`config.mk`:
```
export PLATFORM = sky130hd
export DESIGN_NAME = instruction_fetch
export DESIGN_NICKNAME = d
export VERILOG_FILES = /design/src/rtl/fetch_pkg.sv /design/src/rtl/fetch_next_pc.sv /design/src/rtl/instruction_fetch.sv
export SDC_FILE = /design/constraint.sdc
export NUM_CORES = 1
export LEC_CHECK = 0
export BUFFER_PORTS_ARGS = -buffer_cell sky130_fd_sc_hd__buf_2
export CORE_UTILIZATION = 30
export DETAILED_ROUTE_END_ITERATION = 10
export PLACE_DENSITY = 0.6
export REMOVE_ABC_BUFFERS = 1
export SYNTH_ARGS = -nofsm -noshare
export SYNTH_HDL_FRONTEND = slang
export SYNTH_SLANG_ARGS = --single-unit
```
`constraint.sdc`:
```
create_clock -name CLK -period 6.6 [get_ports CLK]
set_clock_uncertainty 0.1 [all_clocks]
set_input_delay 0.66 -clock CLK [delete_from_list [all_inputs] [get_ports CLK]]
set_output_delay 0.66 -clock CLK [all_outputs]
set_load 0.03 [all_outputs]
```
`src/rtl/fetch_pkg.sv`:
```
// Shared types and constants for the instruction fetch stage.
// FETCH_BRANCH_PREDICT_EN (in fetch_next_pc) consumes OPC_B.
package fetch_pkg;

    localparam int          PC_W        = 64;
    localparam int          INSTR_BYTES = 4;
    localparam logic [5:0]  OPC_B       = 6'b000101;

    typedef enum logic [1:0] {
        ST_WAIT = 2'd0,
        ST_HOLD = 2'd1,
        ST_HALT = 2'd2
    } fetch_state_e;

endpackage

```
`src/rtl/fetch_next_pc.sv`:
```
// Next-PC computation for fetch: PC+4, or the static B target when
// FETCH_BRANCH_PREDICT_EN is defined.
module fetch_next_pc
    import fetch_pkg::*;
(
    input  logic [PC_W-1:0] pc_i,
    input  logic [31:0]     data_i,
    output logic [PC_W-1:0] next_pc_o
);

    logic [PC_W-1:0] seq_pc;
    assign seq_pc = pc_i + PC_W'(INSTR_BYTES);

`ifdef FETCH_BRANCH_PREDICT_EN
    logic [PC_W-1:0] b_off;

    // imm26 is a word offset: sign-extend, then scale to bytes
    assign b_off = {{(PC_W-28){data_i[25]}}, data_i[25:0], 2'b00};

    always_comb begin
        next_pc_o = seq_pc;
        if (data_i[31:26] == OPC_B) begin
            next_pc_o = pc_i + b_off;
        end
    end
`else
    logic unused_data;
    assign unused_data = ^data_i;
    assign next_pc_o   = seq_pc;
`endif

endmodule

```
`src/rtl/instruction_fetch.sv`:
```
// Fetch stage: owns the PC, waits WAIT_CYCLES for memory, hands instructions to
// decode over valid/ready. Optional static B prediction via FETCH_BRANCH_PREDICT_EN.
module instruction_fetch
    import fetch_pkg::*;
#(
    parameter logic [PC_W-1:0] RESET_PC    = 64'h0,
    parameter logic [PC_W-1:0] END_PC      = 64'h064,
    parameter int unsigned     WAIT_CYCLES = 1
) (
    input  logic            CLK,
    input  logic            Reset,
    output logic [PC_W-1:0] Address,
    input  logic [31:0]     Data,
    output logic [31:0]     Instr,
    output logic [PC_W-1:0] InstrPC,
    output logic            InstrValid,
    input  logic            InstrReady,
    input  logic            Redirect,
    input  logic [PC_W-1:0] RedirectPC,
    output logic            Halted
);

    if (WAIT_CYCLES < 1 || WAIT_CYCLES > 15) begin : g_bad_wait
        $error("instruction_fetch: WAIT_CYCLES must be 1..15");
    end

    localparam logic [3:0] CNT_LAST = 4'(WAIT_CYCLES - 1);

    fetch_state_e    state_q;
    logic [3:0]      cnt_q;
    logic [PC_W-1:0] pc_q;
    logic [PC_W-1:0] instr_pc_q;
    logic [31:0]     instr_q;
    logic            valid_q;
    logic            halted_q;
    logic [PC_W-1:0] next_pc_d;

    fetch_next_pc u_next_pc (
        .pc_i      (pc_q),
        .data_i    (Data),
        .next_pc_o (next_pc_d)
    );

    always_ff @(posedge CLK or posedge Reset) begin
        if (Reset) begin
            state_q    <= ST_WAIT;
            cnt_q      <= '0;
            pc_q       <= RESET_PC;
            instr_q    <= '0;
            instr_pc_q <= '0;
            valid_q    <= 1'b0;
            halted_q   <= 1'b0;
        end else if (Redirect) begin
            // a taken branch beats everything, including a same-cycle handshake
            state_q  <= ST_WAIT;
            cnt_q    <= '0;
            pc_q     <= RedirectPC;
            valid_q  <= 1'b0;
            halted_q <= 1'b0;
        end else begin
            case (state_q)
                ST_WAIT: begin
                    if (pc_q == END_PC) begin
                        state_q  <= ST_HALT;
                        halted_q <= 1'b1;
                    end else if (cnt_q == CNT_LAST) begin
                        instr_q    <= Data;
                        instr_pc_q <= pc_q;
                        valid_q    <= 1'b1;
                        pc_q       <= next_pc_d;
                        state_q    <= ST_HOLD;
                    end else begin
                        cnt_q <= cnt_q + 4'd1;
                    end
                end
                ST_HOLD: begin
                    if (InstrReady) begin
                        valid_q <= 1'b0;
                        cnt_q   <= '0;
                        state_q <= ST_WAIT;
                    end
                end
                ST_HALT: begin
                    valid_q <= 1'b0;
                end
                default: begin
                    state_q <= ST_WAIT;
                end
            endcase
        end
    end

    assign Address    = pc_q;
    assign Instr      = instr_q;
    assign InstrPC    = instr_pc_q;
    assign InstrValid = valid_q;
    assign Halted     = halted_q;

endmodule

```
# [Word-level counts from Yosys, hierarchy flattened]
# Cells that the tools add are included.
[word_totals] in_bits=100 register_bits=168 wordCells=56 out_inout_bits=162
[classes] muxes=22 bitwise=2 n_addsub=2 n_reduce_logical=13 n_eq_ne=10
[op_table] cell="64-bit 2-to-1 mux" count=4
[op_table] cell="64-bit by 3-bit adder with 64-bit output, second input constant" count=1
[op_table] cell="64-bit by 7-bit equality test with 1-bit output, second input constant" count=1
[op_table] cell="4-bit 2-to-1 mux" count=4
[op_table] cell="3-bit != test, second input constant" count=4
[op_table] cell="4-bit AND reduction" count=3
[op_table] cell="2-bit 2-to-1 mux" count=4
[op_table] cell="4-bit one-hot mux with 2 select lines" count=1
[op_table] cell="1-bit 2-to-1 mux" count=7
[op_table] cell="2-bit one-hot mux with 3 select lines" count=1
[op_table] cell="3-bit AND reduction" count=2
[op_table] cell="2-bit nonzero test" count=3
[op_table] cell="4-bit by 1-bit adder with 4-bit output, second input constant" count=1
[op_table] cell="4-bit zero test" count=1
[op_table] cell="2-bit != test, second input constant" count=2
[op_table] cell="4-bit != test, second input constant" count=1
[op_table] cell="4-bit nonzero test" count=1
[op_table] cell="1-bit one-hot mux with 3 select lines" count=1
[op_table] cell="3-bit nonzero test" count=1
[op_table] cell="2-bit by 1-bit equality test with 1-bit output, second input constant" count=1
[op_table] cell="2-bit equality test, second input constant" count=1
[op_table] cell="2-bit zero test" count=1
[op_table] cell="1-bit inverter" count=2
[op_table] cell="2-bit AND reduction" count=1

# [Longest topological paths before layout]
# Gate-level depths: netlist of run 1.
[logic_depth] word_depth=5 ltp_mapped=11 depth_no_buf=8

# [Cells and area by module]
# From an unflattened synthesis of run 1, not the netlist that was laid out.
[unflattened] hier_cells=859 area_unflattened_um2=9021.2
[by_module_without_submodules] mod="instruction_fetch" area_each_um2=7656.1 seq_area_each_um2=4204.0 cells_each=654 instances=1
[by_module_without_submodules] mod="fetch_next_pc" area_each_um2=1365.1 seq_area_each_um2=0.0 cells_each=205 instances=1

# [Worst setup path after synthesis of run 1]
# OpenSTA, ideal clock, no wires.
[synth_timing] path_type="register to register" from="register pc_q[41] (netlist: Address[41])" to="register pc_q[14] (netlist: Address[14])" synth_period_minus_slack_ns=2.516 path_stages_with_launch=9 arrival_ns=2.291 path_buffers=2 slack_ns=4.084 setup_time_ns=0.125 required_time_ns=6.375 path_cell_list="dfrtp_1 -> clkbuf_1 -> nor4_1 -> nand4_1 -> nor4_4 -> buf_2 -> nor3_1 -> xor2_1 -> mux2_2"
[synth_via] elab_chain_len=3
[synth_lines] element="from (decl)" line_no="instruction_fetch.sv:31" source="logic [PC_W-1:0] pc_q;"
[synth_lines] element="from (signal assigned)" line_no="instruction_fetch.sv:57" source="pc_q <= RedirectPC;"
[synth_lines] element="from (signal assigned)" line_no="instruction_fetch.sv:70" source="pc_q <= next_pc_d;"
[synth_lines] element="64-bit by 7-bit equality test with 1-bit output" line_no="instruction_fetch.sv:63" source="if (pc_q == END_PC) begin"
[synth_lines] element="2-bit != test (no source line)"
[synth_lines] element="3-bit AND reduction (no source line)"
# No other way between the ends.
# A chain may end at the register's enable or synchronous reset.

# [Final worst setup path of run 1]
[layout_timing] from="register pc_q[32] (netlist: Address[32])" to="register pc_q[54] (netlist: Address[54])"
[layout_via] elab_chain_len=5 word_cells_on_any_way=8 classes_between="add/sub: 1; eq/ne: 2; mux: 4; reduce/logical: 1"
[layout_lines] element="64-bit by 3-bit adder with 64-bit output" line_no="fetch_next_pc.sv:12" source="assign seq_pc = pc_i + PC_W'(INSTR_BYTES);"
[layout_lines] element="64-bit 2-to-1 mux" line_no="instruction_fetch.sv:66" source="end else if (cnt_q == CNT_LAST) begin"
[layout_lines] element="64-bit 2-to-1 mux" line_no="instruction_fetch.sv:63"
[layout_lines] element="64-bit 2-to-1 mux" line_no="instruction_fetch.sv:61" source="case (state_q)"
[layout_lines] element="64-bit 2-to-1 mux" line_no="instruction_fetch.sv:53" source="end else if (Redirect) begin"
# Parallel ways exist; a longest one is shown, timed or not. The select of a mux whose other input is x is not followed.

==> results of run 1 <==
[cells by family after synthesis]
kind of cell | count (synthesis)
compound gates | 114
mux | 9
xor+xnor | 15
flops | 168
fa+ha+maj | 7
buf+inv | 76
simple gates | 555
[report_power, final]
| group | internal, uW | switching (uW) | leakage, uW | total, uW |
|---|---|---|---|---|
| Clock | 582 | 414 | 0.000276 | 996 |
| Sequential | 1200 | 154 | 0.00206 | 1350 |
| Combinational | 249 | 660 | 0.00273 | 909 |
[routing by layer]
| metal | GRT usage, % | wire, um | vias up |
|---|---|---|---|
| met4 | 7.62 | 728 | 0 |
| li1 | - | - | 3749 |
| met2 | 31.4 | 12800 | 291 |
| met5 | 0 | 0 | - |
| met3 | 4.58 | 1680 | 43 |
| met1 | 27.5 | 12800 | 3854 |
[placed cells by master (no fill, tap or decap), drive strengths merged, types with 4 or more instances in the layout]
master,Yosys,routed
nor2b,4,4
mux2,8,8
buf,37,271
dfrtp,168,168
o211ai,15,15
a31oi,4,4
a311oi,6,6
a21oi,17,17
and4,4,4
a22oi,4,4
nor4,37,37
and2,5,5
o311ai,18,18
nand3,29,29
clkbuf,24,17
inv,14,14
clkinv,1,7
nand2,354,354
ha,7,7
or3,11,11
and3,7,7
a211o,6,6
xor2,6,6
o21ai,21,21
xnor2,9,9
nor3b,5,5
nand3b,4,4
nor2,29,29
nand4,27,27
nor3,25,25
[area by class of cell]
cell class	count	area [um2]	area share, %
Timing Repair Buffer	271	1380	13.4
Clock inverter	11	135	1.31
Tap cell	341	427	4.13
Clock buffer	17	425	4.12
Sequential cell	168	4200	40.7
Inverter	15	63.8	0.617
Antenna cell	3	7.51	0.0726
Multi-Input combinational cell	700	3690	35.7
[worst reg2reg max path, cell delays in order (launching register included)]
cell and delay, ns:
dfrtp_1 0.49, nor4_1 0.55, nand4_1 0.27, nor4_4 0.36
or2_4 0.91, buf_4 0.54, nor4b_1 0.11, a221o_1 0.27
[path summary, 6_finish.rpt]
kind	slack [ns]	cells after the start	end
min in group CLK	0.32	3	Instr[30]$_DFFE_PP0P_
hold / removal	0.25	2	Instr[29]$_DFFE_PP0P_
setup reg to reg	2.87	7	Address[54]$_DFFE_PP0P_
max in group asynchronous	4.68	3	Address[15]$_DFFE_PP0P_
hold reg to reg	0.37	2	Instr[24]$_DFFE_PP0P_
setup / recovery	2.87	7	Address[54]$_DFFE_PP0P_
[sequential cells by signal, indices dropped and copies added, names as in the netlist]
name,cells
Address,64
InstrPC,64
Instr,32
cnt_q,4
state_q,2
Halted,1
InstrValid,1
[through the flow]
stage	total power (uW)	setup WS [ns]	instances	utilization, %	hold slack [ns]
after floorplan	1940	1.29	883	-	0.404
after global placement	2270	2.83	1495	36.2	0.351
after detailed placement	2290	2.84	1495	36.2	0.357
after CTS	3290	2.81	1523	38.3	0.281
after global routing	3420	2.59	1524	38.3	0.299
final	3260	2.87	1526	38.4	0.255
==> results_dict.tcl, run 1 <==
set metrics [dict create \
    status "completed" \
    start_util_pct 30.7 \
    crit_chain "nor4_1 -> nand4_1 -> nor4_4 -> or2_4 -> buf_4 -> nor4b_1 -> a221o_1" \
    core-area_um2 27000 \
    p_leak_uw 0.00506 \
    synth_top_area_share_pct 50.9 \
    synth_common_cells "354 x nand2_1, 168 x dfrtp_1, 32 x nor4_1" \
    area_growth_pct 25.1 \
    clock_latency_ns 0.43 \
    nets 1280 \
    synth_area_per_cell_um2 8.75 \
    vias 7937 \
    slew_headroom_pct 27.3 \
    cts_resized 0 \
    synth_top_family_by_area "simple AND/OR/NAND/NOR gates" \
    crit_arrival_ns 3.94 \
    cts_buffers 17 \
    ys_types 62 \
    powerDensity_nw_per_um2 315 \
    clk_pin_slew_ns 0.07 \
    start_kind "flip-flop" \
    synth_simple_gate_area_share_pct 30.7 \
    final_layout_size_suffix_gt1_share_pct 27.2 \
    antenna_found_initial 4 \
    slew_violations 0 \
    die_area_um2 28200 \
    synth-compound-area-share_pct 10.0 \
    setup_tns_ns 0 \
    wire_per_inst_um 18.3 \
    hold_viol 0 \
    yosys_warnings 0 \
    drt_iter0_drc 605 \
    cts_sinks 168 \
    hold_buffers 0 \
    grt_max_degree 99 \
    finalCriticalPeriod_ns 3.73 \
    yosys.area_share.xor_xnor_pct 1.59 \
    async_flop_share_pct 100 \
    ios 262 \
    required_ns 6.81 \
    synthesis.instances 944 \
    synthesis.area_um2 8260 \
    final-setup-viol-count 0 \
    worstMarginPinSlew_ns 1.09 \
    rows 60 \
    fillers 2798 \
    max_freq_mhz 268 \
    crit_buf_inv 1 \
    root_buffer "clkbuf_16" \
    place_congestion 0.866 \
    synth_top_cell_by_area "dfrtp_1" \
    placed_cell_area_um2 9770 \
    timing.critical_path.from "Address[32]$_DFFE_PP0P_" \
    drt_wl_total_um 28000 \
    io_buffers 261 \
    synthAdderAreaFrac_pct 1.06 \
    path_delay_family "simple AND/OR/NAND/NOR gates" \
    hp-class "primary input to async pin" \
    irDropWorstVdd_mv 0.180 \
    period_share_pct 56.5 \
    path_max_fanout 90 \
    grt_pass1_wl_um 44400 \
    die_w_um 168 \
    synth_edf_count 0 \
    rsz0062_at_grt "false" \
    fin_area_um2 10300 \
    drt-pass1-iter-count 4 \
    postCtsSetupBuffers 0 \
    critPathMaxStageDelay_ns 0.91 \
    maxCapViolCount 0 \
    ys_seq_area_share_pct 50.9 \
    grt_usage_pct 20.2 \
    endpoint_kind "flip-flop" \
    muxShareOfSynthArea_pct 1.21 \
    die_h_um 168 \
    vias_per_cell 5.20 \
    synth-main-ff-cell "dfrtp_1" \
    cp_slowest_cell "or2_4" \
    gr-total-overflow 0 \
    yosysMostFrequentCell "nand2_1" \
    post-route-drc-count 0 \
    ant_nets 0 \
    r2r-start "Address[32]$_DFFE_PP0P_" \
    h-tree-depth 4 \
    ys_ff_latch 168 \
    netlist_top_cells_area "dfrtp_1 51%, nand2_1 16%, nor4_1 2.4%" \
    criticalPathCategory "flip-flop to flip-flop" \
    grt_pass1_vias 7740 \
    clockBufferDepth 2 \
    post-dp-hpwl_um 19700 \
    cts_tree "yes" \
]
No activity file was read; power rests on OpenSTA's default activity.
==> run 2: changes to the inputs <==
==> constraint.sdc (replaced) <==
create_clock -name CLK -period 3.6 [get_ports CLK]
set_clock_uncertainty 0.1 [all_clocks]
set_input_delay 0.36 -clock CLK [delete_from_list [all_inputs] [get_ports CLK]]
set_output_delay 0.36 -clock CLK [all_outputs]
set_load 0.03 [all_outputs]
==> run 2 against run 1 <==
Effect of this change: critical path type unchanged; setup slack got worse by 2.4 ns; first-iteration DRC count decreased by 6.1%; critical path depth increased by 1.
==> results_dict.tcl, run 2 (synthesis results as in run 1) <==
set metrics [dict create \
    endpoint_kind "flip-flop" \
    path_delay_family "simple AND/OR/NAND/NOR gates" \
    hold_buffers 1 \
    grt_usage_pct 20.4 \
    h-tree-depth 4 \
    cts_resized 0 \
    drt_wl_total_um 28600 \
    post-place-ws_ns 0.617 \
    gr-total-overflow 0 \
    crit_buf_inv 2 \
    fillers 2744 \
    cts_sinks 168 \
    rsz0062_at_grt "false" \
    max_freq_mhz 323 \
    drt_iter0_drc 568 \
    place_congestion 0.833 \
    post-dp-hpwl_um 20200 \
    utilization_pct 39.2 \
    slew_headroom_pct 31.9 \
    nets 1296 \
    rows 60 \
    die_w_um 168 \
    maxCapViolCount 0 \
    multiInputGateArea_um2 3690 \
    post-route-drc-count 0 \
    grt_pass1_wl_um 44700 \
    layout_common_cells "354 x nand2_1, 261 x buf_2, 168 x dfrtp_1" \
    hp-class "primary input to flip-flop" \
    ff_latch_area_um2 4200 \
    vias 7996 \
    wire_per_inst_um 18.5 \
    die_area_um2 28200 \
    core-area_um2 27000 \
    ios 262 \
    highest_layer "met5" \
    critPathMaxStageDelay_ns 0.71 \
    io_buffers 261 \
    dr_wl_met2_um 13200 \
    cp_slowest_cell "nor4_1" \
    ant_nets 0 \
    grt_pass1_vias 7609 \
    powerDensity_nw_per_um2 581 \
    clockBufferDepth 2 \
    grt_max_degree 138 \
    irDropWorstVdd_mv 0.306 \
    met3WireLength_um 1880 \
    clk_pin_slew_ns 0.07 \
    die_h_um 168 \
    hold_viol 0 \
    final_layout_size_suffix_gt1_share_pct 28.2 \
    cts_buffers 17 \
    path_max_fanout 53 \
    drt-pass1-iter-count 5 \
    p_leak_uw 0.00517 \
    clock_latency_ns 0.43 \
    root_buffer "clkbuf_16" \
    worstMarginPinSlew_ns 1.02 \
    met1_length_um 12900 \
    cts_tree "yes" \
    status "completed" \
    fin_ws_ns 0.505 \
    layout_commonest_cell "nand2_1" \
    area_growth_pct 27.7 \
    period_share_pct 86.0 \
    slew_violations 0 \
    crit_arrival_ns 3.30 \
    crit_chain "nor4_1 -> nand4_1 -> nor4_4 -> buf_4 -> nor2_4 -> buf_12 -> a22oi_1 -> o21ai_0" \
    criticalPathCategory "flip-flop to flip-flop" \
    finalNonFillerCells 1545 \
    start_util_pct 30.7 \
    antenna_found_initial 6 \
    dpl.cell_count 1510 \
    required_ns 3.81 \
    final-setup-viol-count 0 \
    start_kind "flip-flop" \
    vias_per_cell 5.18 \
    hold_slack_ns 0.0203 \
    postCtsSetupBuffers 0 \
    placed_cell_area_um2 9920 \
    finalCriticalPeriod_ns 3.09 \
    fin_area_um2 10600 \
]
run 2: cell count changes in the layout (fill, tap and decap cells not counted), sizes merged:
cell | before | now
dlygate4sd3 | 0 | 1
buf | 271 | 286
clkinvlp | 2 | 4
clkbuf | 17 | 20
clkinv | 7 | 5
run 2: worst paths after layout:
check                                                to  slack [ns]  depth (start not counted)                    from
worst max register to register  Address[59]$_DFFE_PP0P_        0.51                          8  Address[4]$_DFFE_PP0P_
worst max-delay path            Address[59]$_DFFE_PP0P_        0.51                          8  Address[4]$_DFFE_PP0P_
worst min-delay path               Instr[4]$_DFFE_PP0P_        0.02                          3                 Data[4]
max in group asynchronous       InstrPC[44]$_DFFE_PP0P_        2.48                          3                   Reset
worst min register to register   InstrPC[5]$_DFFE_PP0P_        0.37                          2  InstrPC[5]$_DFFE_PP0P_
min in group asynchronous         Instr[16]$_DFFE_PP0P_        0.04                          2                   Reset
run 2: where the power goes:
part | internal (uW) | leakage, uW | switching (uW)
clock | 1140 | 0.000290 | 806
combinational | 487 | 0.00282 | 1230
sequential | 2200 | 0.00206 | 272
run 2: metal layers:
metal | GRT usage (%) | vias to the layer above
li1 | - | 3777
met1 | 28.0 | 3874
met2 | 31.7 | 300
met3 | 4.51 | 41
met4 | 7.10 | 4
met5 | 0 | -
run 2: metrics by stage:
stage / TNS [ns] / power [uW]
finish: 0 / 6130
global route: 0 / 6430
CTS: 0 / 6180
detailed placement: 0 / 4220
global placement: 0 / 4200
floorplan: -402.09 / 3550
run 2: cell type report:
class	instances	area share, %
sequential	168	39.8
multi-input combinational	700	35.0
timing repair buffer	287	14.6
clock buffer	20	4.42
tap	341	4.04
clock inverter	11	1.40
inverter	15	0.605
antenna	3	0.0711
run 2: tightest hold or removal path: cells and delay by family:
kind | cells | cell delay, ns
buffers and inverters | 1 | 0.08
and+or+nand+nor | 2 | 0.08
==> run 3: changes to the inputs <==
--- a/config.mk
+++ b/config.mk
@@ -9,7 +9,6 @@
 export CORE_UTILIZATION = 30
 export DETAILED_ROUTE_END_ITERATION = 10
 export PLACE_DENSITY = 0.6
-export REMOVE_ABC_BUFFERS = 1
 export SYNTH_ARGS = -nofsm -noshare
 export SYNTH_HDL_FRONTEND = slang
 export SYNTH_SLANG_ARGS = --single-unit
==> run 3 against run 2 <==
Effect of this change: fmax is 5.5% lower; hold slack improved by 0.00058 ns; sequential share of layout area is 0.14 points lower; total power up 0.52%; die area unchanged; sequential cell count did not move.
==> results_dict.tcl, run 3 (synthesis results as in run 1) <==
set metrics [dict create \
    met3_usage_pct 4.58 \
    cts_resized 0 \
    antenna_found_initial 4 \
    hp-class "primary input to flip-flop" \
    grt_usage_pct 20.6 \
    place_congestion 0.893 \
    slew_headroom_pct 43.2 \
    hold_slack_ns 0.0209 \
    endpoint_kind "flip-flop" \
    final-setup-viol-count 0 \
    final_layout_size_suffix_gt1_share_pct 27.8 \
    crit_buf_inv 1 \
    core-area_um2 27000 \
    finalCriticalPeriod_ns 3.27 \
    layout_commonest_cell "nand2_1" \
    io_buffers 261 \
    rows 60 \
    worstMarginPinSlew_ns 0.850 \
    top_usage_layer "met2" \
    ios 262 \
    slew_violations 0 \
    root_buffer "clkbuf_16" \
    drt_wl_total_um 28700 \
    criticalPathCategory "flip-flop to flip-flop" \
    status "completed" \
    path_delay_family "simple AND/OR/NAND/NOR gates" \
    start_util_pct 30.7 \
    grt_pass1_vias 7680 \
    fillers 2775 \
    ant_nets 0 \
    cts_buffers 17 \
    cts_sinks 168 \
    critPathMaxStageDelay_ns 0.54 \
    grtUsageMet2_pct 32.6 \
    hold_depth 3 \
    grt_pass1_wl_um 44900 \
    die_w_um 168 \
    clockBufferDepth 2 \
    wire_per_inst_um 18.6 \
    hold_viol 0 \
    nets 1298 \
    postCtsSetupBuffers 0 \
    crit_chain "inv_1 -> ha_1 -> nor3b_1 -> nand2_1 -> or3_1 -> nor4_1 -> xor2_1 -> mux2_2" \
    cts_tree "yes" \
    multiInputGateArea_um2 3690 \
    max_freq_mhz 305 \
    irDropWorstVdd_mv 0.258 \
    required_ns 3.82 \
    grt_max_degree 101 \
    vias_per_cell 5.20 \
    powerDensity_nw_per_um2 582 \
    p_leak_uw 0.00518 \
    gr-total-overflow 0 \
    clk_pin_slew_ns 0.07 \
    cp_slowest_cell "nor3b_1" \
    vias 8043 \
    drt-pass1-iter-count 4 \
    setup_tns_ns 0 \
    rsz0062_at_grt "false" \
    area_growth_pct 28.2 \
    ff_latch_area_um2 4200 \
    post-route-drc-count 0 \
    layout_common_cells "354 x nand2_1, 261 x buf_2, 168 x dfrtp_1" \
    h-tree-depth 4 \
    die_h_um 168 \
    rr_worst_depth 8 \
    die_area_um2 28200 \
    worst-path-stages 8 \
    rrSetupSlack_ns 0.33 \
    synth_nets 1051 \
    start_kind "flip-flop" \
    maxCapViolCount 0 \
    post-dp-hpwl_um 20800 \
    hold_buffers 6 \
    clock_latency_ns 0.43 \
    use_met1_pct 27.5 \
    period_share_pct 91.0 \
    path_max_fanout 12 \
    drt_iter0_drc 662 \
    crit_arrival_ns 3.50 \
]
run 3: report_power, final:
group	leakage [uW]	switching [uW]	internal, uW
Sequential	0.00206	281	2200
Clock	0.000296	792	1200
Combinational	0.00282	1210	481
Total	0.00518	2280	3880
run 3: path summary, 6_finish.rpt:
| path | startpoint | to |
|---|---|---|
| worst max-delay path | cnt_q[0]$_DFFE_PP0P_ | Address[51]$_DFFE_PP0P_ |
| worst min-delay path | Data[9] | Instr[9]$_DFFE_PP0P_ |
| worst max register to register | cnt_q[0]$_DFFE_PP0P_ | Address[51]$_DFFE_PP0P_ |
| worst min register to register | InstrPC[59]$_DFFE_PP0P_ | InstrPC[59]$_DFFE_PP0P_ |
| max in group asynchronous | Reset | InstrPC[57]$_DFFE_PP0P_ |
| min in group asynchronous | Reset | InstrPC[10]$_DFFE_PP0P_ |
run 3: layout make-up:
| type | instances | area share [%] |
|---|---|---|
| sequential | 168 | 39.7 |
| multi-input combinational | 700 | 34.9 |
| timing repair buffer | 289 | 14.8 |
| clock buffer | 21 | 4.35 |
| tap | 341 | 4.03 |
| clock inverter | 10 | 1.60 |
| inverter | 15 | 0.567 |
| antenna | 2 | 0.0473 |
run 3: stage by stage:
stage          area [um2]  total power [uW]  instances  setup slack, ns  utilization [%]
2_1_floorplan        8270              3600        944            0.999                -
3_3_place_gp         9890              4190       1507            0.534             36.7
3_5_place_dp         9890              4210       1507            0.485             36.7
4_1_cts             10600              6240       1544            0.456             39.3
5_1_grt             10600              6470       1545            0.186             39.3
6_report            10600              6160       1546            0.325             39.3
run 3: metal layers:
metal | wire length (um) | vias to the layer above
met5 | 18 | -
met4 | 675 | 4
met3 | 2030 | 44
met2 | 13300 | 354
met1 | 12700 | 3865
li1 | - | 3776
run 3: tightest hold or removal path, stage by stage:
cell	delay (ns)
buf_2	0.07
nand2_1	0.04
nand2_1	0.05
